===== src/rtl/uart_pkg.sv =====
// Shared types for the FIFO-fed UART transmitter.
// Holds the state encoding and the parity helper.
package uart_pkg;

  localparam int DATA_W = 8;

  typedef enum logic [2:0] {
    IDLE,
    REQ,
    LOAD,
    START,
    DATA,
    PARITY,
    STOP
  } tx_state_t;

  function automatic logic parity_bit(
    input logic [DATA_W-1:0] b,
    input logic              odd
  );
    return (^b) ^ odd;
  endfunction

endpackage


===== src/rtl/fifo_uart_tx_if.sv =====
// Read port of the upstream synchronous FIFO.
// master = consumer that pops, slave = FIFO.
interface fifo_uart_tx_if;
  import uart_pkg::*;

  logic              fifo_empty;
  logic [DATA_W-1:0] fifo_data;
  logic              fifo_rd_en;

  modport master (
    output fifo_rd_en,
    input  fifo_empty,
    input  fifo_data
  );

  modport slave (
    input  fifo_rd_en,
    output fifo_empty,
    output fifo_data
  );

endinterface


===== src/rtl/baud_tick_gen.sv =====
// Bit-period counter: runs 0..CLKS_PER_BIT-1 and
// flags the last cycle of each serial bit.
module baud_tick_gen #(
  parameter int CLKS_PER_BIT = 868
) (
  input  logic clk,
  input  logic rst_n,
  input  logic clear,
  output logic tick
);

  localparam int CW = $clog2(CLKS_PER_BIT);
  localparam logic [CW-1:0] LAST =
    CW'(CLKS_PER_BIT - 1);

  logic [CW-1:0] cnt_q;
  logic [CW-1:0] cnt_d;

  always_comb begin
    cnt_d = cnt_q + 1'b1;
    if (clear || cnt_q == LAST) begin
      cnt_d = '0;
    end
  end

  always_ff @(posedge clk or negedge rst_n) begin
    if (!rst_n) begin
      cnt_q <= '0;
    end else begin
      cnt_q <= cnt_d;
    end
  end

  assign tick = !clear && (cnt_q == LAST);

endmodule


===== src/rtl/fifo_uart_tx.sv =====
// Pops bytes from a synchronous FIFO and sends
// them as 8N1 / 8E1 / 8O1 UART frames.
module fifo_uart_tx
  import uart_pkg::*;
#(
  parameter int CLKS_PER_BIT = 868,
  parameter int PARITY_EN    = 0,
  parameter int PARITY_ODD   = 0
) (
  input  logic           clk,
  input  logic           rst_n,
  input  logic           tx_en,
  fifo_uart_tx_if.master fifo,
  output logic           tx,
  output logic           busy,
  output logic           byte_done
);

  tx_state_t         state_q, state_d;
  logic [DATA_W-1:0] shreg_q, shreg_d;
  logic [DATA_W-1:0] byte_q, byte_d;
  logic [2:0]        bit_q, bit_d;
  logic              tx_q, tx_d;
  logic              rd_q, rd_d;
  logic              tick;
  logic              clear;
  logic              go;
  logic              par;

  // Counter idles outside the serial states so
  // every START begins a full bit period.
  assign clear = (state_q == IDLE) ||
                 (state_q == REQ)  ||
                 (state_q == LOAD);

  baud_tick_gen #(
    .CLKS_PER_BIT(CLKS_PER_BIT)
  ) u_baud (
    .clk  (clk),
    .rst_n(rst_n),
    .clear(clear),
    .tick (tick)
  );

  assign go  = tx_en && !fifo.fifo_empty;
  assign par = parity_bit(byte_q, PARITY_ODD != 0);

  always_comb begin
    state_d = state_q;
    shreg_d = shreg_q;
    byte_d  = byte_q;
    bit_d   = bit_q;
    unique case (state_q)
      IDLE: if (go) state_d = REQ;
      REQ:  state_d = LOAD;
      LOAD: begin
        shreg_d = fifo.fifo_data;
        byte_d  = fifo.fifo_data;
        state_d = START;
      end
      START: if (tick) state_d = DATA;
      DATA: begin
        if (tick) begin
          shreg_d = shreg_q >> 1;
          bit_d   = bit_q + 3'd1;
          if (bit_q == 3'd7) begin
            bit_d   = '0;
            state_d = (PARITY_EN != 0) ?
                      PARITY : STOP;
          end
        end
      end
      PARITY: if (tick) state_d = STOP;
      STOP: begin
        if (tick) state_d = go ? REQ : IDLE;
      end
      default: state_d = IDLE;
    endcase
  end

  // Line and pop strobe are registered from the
  // next state so they align with the state reg.
  always_comb begin
    tx_d = 1'b1;
    case (state_d)
      START:   tx_d = 1'b0;
      DATA:    tx_d = shreg_d[0];
      PARITY:  tx_d = par;
      default: tx_d = 1'b1;
    endcase
    rd_d = (state_d == REQ);
  end

  always_ff @(posedge clk or negedge rst_n) begin
    if (!rst_n) begin
      state_q <= IDLE;
      shreg_q <= '0;
      byte_q  <= '0;
      bit_q   <= '0;
      tx_q    <= 1'b1;
      rd_q    <= 1'b0;
    end else begin
      state_q <= state_d;
      shreg_q <= shreg_d;
      byte_q  <= byte_d;
      bit_q   <= bit_d;
      tx_q    <= tx_d;
      rd_q    <= rd_d;
    end
  end

  assign tx              = tx_q;
  assign fifo.fifo_rd_en = rd_q;
  assign busy            = (state_q != IDLE);
  assign byte_done       = (state_q == STOP) && tick;

endmodule


===== src/flat_wrapper.sv =====
// flat-port wrapper written by rule: the top's interface ports become plain ports
module fifo_uart_tx_flat import uart_pkg::*;
#(
  parameter int CLKS_PER_BIT = 868,
  parameter int PARITY_EN    = 0,
  parameter int PARITY_ODD   = 0
)
  (clk, rst_n, tx_en, tx, busy, byte_done, fifo_fifo_rd_en, fifo_fifo_empty, fifo_fifo_data);
  fifo_uart_tx_if fifo_i ();
  input  logic clk;
  input  logic rst_n;
  input  logic tx_en;
  output logic tx;
  output logic busy;
  output logic byte_done;
  output wire logic [$bits(fifo_i.fifo_rd_en)-1:0] fifo_fifo_rd_en;
  input wire logic [$bits(fifo_i.fifo_empty)-1:0] fifo_fifo_empty;
  input wire logic [$bits(fifo_i.fifo_data)-1:0] fifo_fifo_data;
  assign fifo_fifo_rd_en = fifo_i.fifo_rd_en;
  assign fifo_i.fifo_empty = fifo_fifo_empty;
  assign fifo_i.fifo_data = fifo_fifo_data;
  fifo_uart_tx #(.CLKS_PER_BIT(CLKS_PER_BIT), .PARITY_EN(PARITY_EN), .PARITY_ODD(PARITY_ODD)) u_core (.clk(clk), .rst_n(rst_n), .tx_en(tx_en), .fifo(fifo_i), .tx(tx), .busy(busy), .byte_done(byte_done));
endmodule

===== config.mk =====
export PLATFORM = sky130hd
export DESIGN_NAME = fifo_uart_tx_flat
export DESIGN_NICKNAME = d
export VERILOG_FILES = /design/src/rtl/uart_pkg.sv /design/src/rtl/fifo_uart_tx_if.sv /design/src/rtl/baud_tick_gen.sv /design/src/rtl/fifo_uart_tx.sv /design/src/flat_wrapper.sv
export SDC_FILE = /design/constraint.sdc
export NUM_CORES = 1
export LEC_CHECK = 0
export ABC_AREA = 1
export CAP_MARGIN = 20
export CORE_MARGIN = 4
export CORE_UTILIZATION = 35
export CTS_CLUSTER_DIAMETER = 120
export DETAILED_ROUTE_END_ITERATION = 12
export PLACE_DENSITY = 0.56
export SYNTH_ARGS = -nofsm -noshare
export SYNTH_HDL_FRONTEND = slang
export SYNTH_SLANG_ARGS = --single-unit

===== constraint.sdc =====
create_clock -name clk -period 3.3 [get_ports clk]
set_input_delay 0.33 -clock clk [delete_from_list [all_inputs] [get_ports clk]]
set_output_delay 0.33 -clock clk [all_outputs]
set_load 0.01 [all_outputs]

==> impl_results.md, run 1 <==
- Clock Power Share: 40.3%
- # setup viols final: 0
- Cell taking the most area after synthesis: dfrtp_1
- Most common flop cell mapped by yosys: dfrtp_1
- PostCTS Resize Cnt: 0
- First-pass GRT wire length: 6400 um
- Hold Crit Class: input port to asynchronous set/reset pin
- TritonCTS clock tree: built
- Synth-to-layout area growth: 16.6%
- Initial antenna violation count: 0
- DP Worst Slack: 1.32 ns
- FILL cells: 528
- Antenna viol nets, final: 0
- Vias in the first global route: 1356
- Peak supply drop: 0.000315 V
- Fin util: 42.2%
- Slack of the critical path: 1.00 ns
- Syn nets: 224
- Net switching power: 0.000187 W
- Combinational power share: 6.3%
- Syn. warnings: 0
- Hold_buf cts: 0
- Internal: 0.000621 W
- DIE WIDTH: 80.7 um
- Worst slew pin tran: 0.433 ns
- Clock Latency Late Sink: 0.29 ns
- Worst slew margin: 71.1%
- Count of flip-flops with a built-in enable after synthesis: 0
- Remaining DRCs: 0
- Pwr/cell area: 375 mW/mm2
- Sw Share: 23.2%
- Status: finished, final reports clean
- Clock root cell: clkbuf_8
- Post-Layout Cell Count: 300
- Cells after Synth: 209
- #FFs+latches synth: 34
- GRT Resource Usage Total: 13.2%
- Tmin final: 2.30 ns
- Placer Congestion: 0.835
- Core area: 0.00511 mm2
- Crit path launch type: flip-flop
- Final HPWL DP: 2580 um
- CP Class: flip-flop to output pin
- Clk buf depth: 2
- Worst Skew: 0.00474 ns
- Post-synthesis sequential area ratio: 46.1%
- GRT overflow: 0
- Synth top area share: 44.7%
- Number of diodes: 0
- Largest net degree at the start of global routing: 35
- Mapped Avg Cell Area: 8.85 um2
- RSZ-0062 raised after global routing: no
- Port-buffer cells: 15
- Wire length per cell: 11.9 um
- Max Cap Violations: 0
- I/O pin count: 16
- Drt total wl: 3570 um
- Maximum fanout along the worst path: 6
- Setup total negative slack: 0 ns
- TritonCTS buffer count: 5
- Post-synth ARST share: 100%
- CP Buf/Inv Count: 2
- Die area: 0.00651 mm2
- Static Leak: 1.08 nW
- Pins Over Slew Limit: 0
- CP cell instances: ha_1 -> nand2_1 -> inv_1 -> nand2_2 -> nor2_8 -> nand2_2 -> nor2_1 -> clkdlybuf4s50_1
- Cell Area, Synth: 0.00185 mm2
- CTS sink cnt: 34
- Die Ht: 80.7 um
- Flop pwr share: 53.4%
- CP endpoint kind: output pin
- Initial core utilization: 36.2%
- Max Freq: 435 MHz
- Worst Path Arrival: 1.97 ns
- Clock-pin slew of the registers on the worst-case setup and hold paths: 0.07 ns
- DR vias/cell: 4.55
- Dominant cells by area after synthesis: dfrtp_1, nand2_1, inv_1, nand3_1, nor2_1
- Nets: 244
- Hold Violations, Final: 0
- Crit path max-delay family: buffers and inverters
- Fraction of layout cells with a size suffix above 1: 17.4%
- Worst path most repeated cell: nand2_2
- Initial detailed-routing violation count: 69
- Slowest stage delay, CP: 0.55 ns
- Placed insts: 292
- Crit share post-route: 69.7%
- Slowest stage cell, crit path: clkdlybuf4s50_1
- Unique cell type count in the Yosys netlist: 33
- Vias post-DR: 1364
- Row Count: 26
- CP Data Required Time: 2.97 ns
- Postcts setup bufs: 0
- Router iterations before antenna repair: 5
- H-tree depth: 2
==> flip-flops by register name, summed over array words and instances (netlist names) <==
name                    flops
u_core.tx                   1
u_core.bit_q                3
u_core.u_baud.cnt_q        10
u_core.byte_q               8
u_core.state_q              3
u_core.shreg_q              8
u_core.fifo.fifo_rd_en      1
==> power groups by stage <==
stage	clock network [W]	registers (W)	logic [W]
finish	0.000326	0.000431	0.0000509
global route	0.000365	0.000432	0.0000587
CTS	0.000338	0.000431	0.0000530
detailed placement	0	0.000439	0.0000525
global placement	0	0.000439	0.0000521
floorplan	0	0.000438	0.0000245
==> per-stage QoR <==
| step | hold WS [ns] | instance area [um2] | total power (W) |
|---|---|---|---|
| floorplan | 0.0344 | 1850 | 0.000463 |
| global placement | 0.445 | 2060 | 0.000491 |
| detailed placement | 0.455 | 2060 | 0.000492 |
| CTS | 0.459 | 2160 | 0.000823 |
| global route | 0.477 | 2160 | 0.000856 |
| finish | 0.447 | 2160 | 0.000808 |
==> layer usage <==
metal  vias to the layer above  global-route usage (%)  share of wire, %
met5                         -                       0                 0
met4                         0                    6.08               2.2
met3                         8                    3.59               4.0
met2                        19                    20.4                46
met1                       622                    17.1                48
li1                        715                       -                 -
==> synth_stat cells (2+ instances only) <==
master,n
a21oi_1,2
buf_6,3
dfrtp_1,33
ha_1,3
inv_1,20
inv_2,9
nand2_1,54
nand2_2,4
nand3_1,13
nand3_2,4
nand3_4,2
nand4_1,7
nor2_1,15
nor3b_1,5
o21ai_0,6
o221ai_1,6
xnor2_1,5
xor2_1,3
==> worst paths after layout <==
| path | from | end | slack, ns | depth (start not counted) |
|---|---|---|---|---|
| setup / recovery | u_core.u_baud.cnt_q[0] | byte_done | 1.00 | 8 |
| hold / removal | rst_n | u_core.byte_q[3] | 0.45 | 2 |
| setup reg to reg | u_core.u_baud.cnt_q[0] | u_core.u_baud.cnt_q[9] | 1.62 | 8 |
| hold reg to reg | u_core.u_baud.cnt_q[0] | u_core.u_baud.cnt_q[0] | 0.46 | 1 |
| max in group asynchronous | rst_n | u_core.tx | 2.52 | 2 |
| min in group clk | u_core.u_baud.cnt_q[0] | u_core.u_baud.cnt_q[0] | 0.46 | 1 |
==> cell families after synthesis <==
| group | after synthesis | synth area share, % |
|---|---|---|
| AO/OA/AOI/OAI | 15 | 5.89 |
| XOR/XNOR | 8 | 3.79 |
| adder cells (fa/ha/maj) | 3 | 2.03 |
| buffers and inverters | 34 | 8.25 |
| flip-flops | 34 | 46.1 |
| AND/OR/NAND/NOR | 115 | 34.0 |
==> layout by cell type, fill, tap and decap left out, drive strengths merged <==
master,n
nand4,8
xor2,3
clkbuf,6
clkinv,2
dfrtp,33
ha,3
o221ai,6
nor3b,5
a21oi,3
xnor2,5
dfstp,1
nor3,3
o21ai,6
nand2,59
nor2,17
or2,2
clkinvlp,1
clkdlybuf4s50,15
nand3,19
nand3b,1
nor2b,1
buf,1
inv,30
==> layout make-up <==
cell class	count	area, um2	area share, %
flip-flops and latches	34	852	39.5
multi-input cells	141	845	39.2
repair buffers	16	158	7.31
inverters	31	119	5.51
well taps	70	87.6	4.06
clock buffers	6	82.6	3.83
clock inverters	2	12.5	0.580
No activity file was read; power rests on OpenSTA's default activity.
==> inputs of run 2 (changes only) <==
Clock period 3.3 ns to 2.4 ns, I/O delays scaled along.
==> run 2 against run 1 <==
Clock skew is 0.00080 ns lower; critical path depth stayed put; design area down 0.75%; register-to-register slack lost 0.88 ns; sequential share of layout area up 0.30 points; die area unchanged; final cell count shrank 0.33%; flip-flop and latch count is the same; combinational power grew 36%; critical path type unchanged; largest cell class unchanged; highest routed layer unchanged.
==> impl_results.md, run 2 (synthesized netlist as in run 1, its figures left out) <==
- I/O pin count: 16
- Clock-pin slew of the registers on the worst-case setup and hold paths: 0.07 ns
- Static Leak: 1.07 nW
- Worst path most repeated cell: nand2_2
- TritonCTS clock tree: built
- TritonCTS buffer count: 5
- CP cell instances: ha_1 -> nand2_1 -> inv_1 -> nand2_2 -> nor2_8 -> nand2_2 -> nor2_1 -> clkdlybuf4s50_1
- Drt total wl: 3500 um
- Row Count: 26
- Vias post-DR: 1353
- CP Data Required Time: 2.16 ns
- Hold Crit Class: input port to asynchronous set/reset pin
- Biggest regs: u_core.u_baud.cnt_q (10), u_core.byte_q (8), u_core.shreg_q (8)
- Worst slew margin: 71.6%
- Hold Violations, Final: 0
- CP Class: flip-flop to output pin
- Fraction of layout cells with a size suffix above 1: 17.0%
- DR vias/cell: 4.53
- Worst Skew: 0.00394 ns
- DIE WIDTH: 80.7 um
- Tmin final: 2.18 ns
- Router iterations before antenna repair: 4
- Die Ht: 80.7 um
- # setup viols final: 0
- Hold_buf cts: 0
- Post-Layout Cell Count: 299
- Crit path launch type: flip-flop
- Peak supply drop: 0.000334 V
- Initial core utilization: 36.2%
- Worst slew pin tran: 0.426 ns
- H-tree depth: 2
- Placer Congestion: 0.835
- Maximum fanout along the worst path: 6
- Commonest non-fill, non-tap cell in the layout: nand2_1
- Number of diodes: 0
- Min Hold Slack: 0.359 ns
- CTS sink cnt: 34
- Synth-to-layout area growth: 15.7%
- GRT Resource Usage Total: 12.5%
- Wire length per cell: 11.7 um
- Most frequent cells in the layout: nand2_1, dfrtp_1, inv_1
- Clock root cell: clkbuf_8
- First-pass GRT wire length: 6020 um
- Pwr/cell area: 496 mW/mm2
- Worst Path Arrival: 1.94 ns
- Largest net degree at the start of global routing: 35
- Largest Register: u_core.u_baud.cnt_q
- Die area: 0.00651 mm2
- Vias in the first global route: 1285
- Max Freq: 458 MHz
- Postcts setup bufs: 0
- GRT overflow: 0
- Clk buf depth: 2
- Slack of the critical path: 0.217 ns
- Fin util: 41.9%
- Clock Latency Late Sink: 0.28 ns
- Final HPWL DP: 2540 um
- FILL cells: 535
- Slowest stage cell, crit path: clkdlybuf4s50_1
- Slowest stage delay, CP: 0.54 ns
- Initial detailed-routing violation count: 57
- Nets: 244
- Placed insts: 292
- Antenna viol nets, final: 0
- Port-buffer cells: 15
- Crit share post-route: 91.0%
- PostCTS Resize Cnt: 0
- Core area: 0.00511 mm2
- Initial antenna violation count: 0
- Max Cap Violations: 0
- CP endpoint kind: output pin
- RSZ-0062 raised after global routing: no
- Setup total negative slack: 0 ns
- Status: finished, final reports clean
- Max reg flops: 10
- Pins Over Slew Limit: 0
- Remaining DRCs: 0
- DP Worst Slack: 0.507 ns
==> run 2: changes by cell type in the layout (fill, tap and decap cells not counted), sizes merged <==
cell	change
clkinvlp	-1
clkinv	+1
clkbuf	-1
==> run 2: worst paths after layout <==
path,startpoint,end,slack [ns],cells after the start
hold / removal,rst_n,u_core.byte_q[3],0.36,2
min in group clk,u_core.u_baud.cnt_q[0],u_core.u_baud.cnt_q[0],0.46,1
max in group asynchronous,rst_n,u_core.tx,1.71,2
hold reg to reg,u_core.u_baud.cnt_q[0],u_core.u_baud.cnt_q[0],0.46,1
setup / recovery,u_core.u_baud.cnt_q[0],byte_done,0.22,8
setup reg to reg,u_core.state_q[0],u_core.tx,0.74,9
==> run 2: critical path, delay by kind of cell, from the launching register on <==
family	cells	cell delay, ns
fa+ha+maj	1	0.20
buf+inv	2	0.60
flops	1	0.37
simple gates	5	0.50
==> run 2: metal layers <==
layer / global-route usage (%) / vias up / routed length, um
li1: - / 718 / -
met1: 15.6 / 610 / 1660
met2: 19.6 / 23 / 1670
met3: 4.60 / 2 / 145
met4: 4.56 / 0 / 23
met5: 0 / - / 0
==> run 2: final cells by class <==
class                   count  area (um2)  share of cell area [%]
clock inverters             2        10.0                   0.468
repair buffers             16         158                    7.37
multi-input cells         141         845                    39.5
well taps                  70        87.6                    4.09
clock buffers               5        68.8                    3.22
flip-flops and latches     34         852                    39.8
inverters                  31         119                    5.56
==> run 2: through the flow <==
step / instance area, um2 / total power, W
CTS: 2140 / 0.00109
global route: 2140 / 0.00113
detailed placement: 2060 / 0.000676
floorplan: 1850 / 0.000637
global placement: 2060 / 0.000675
finish: 2140 / 0.00106
==> run 2: where the power goes <==
part           internal, W  switching (W)  leakage [nW]
sequential        0.000587     0.00000648         0.400
clock             0.000195       0.000205        0.0438
combinational    0.0000368      0.0000325         0.629
total             0.000818       0.000244          1.07
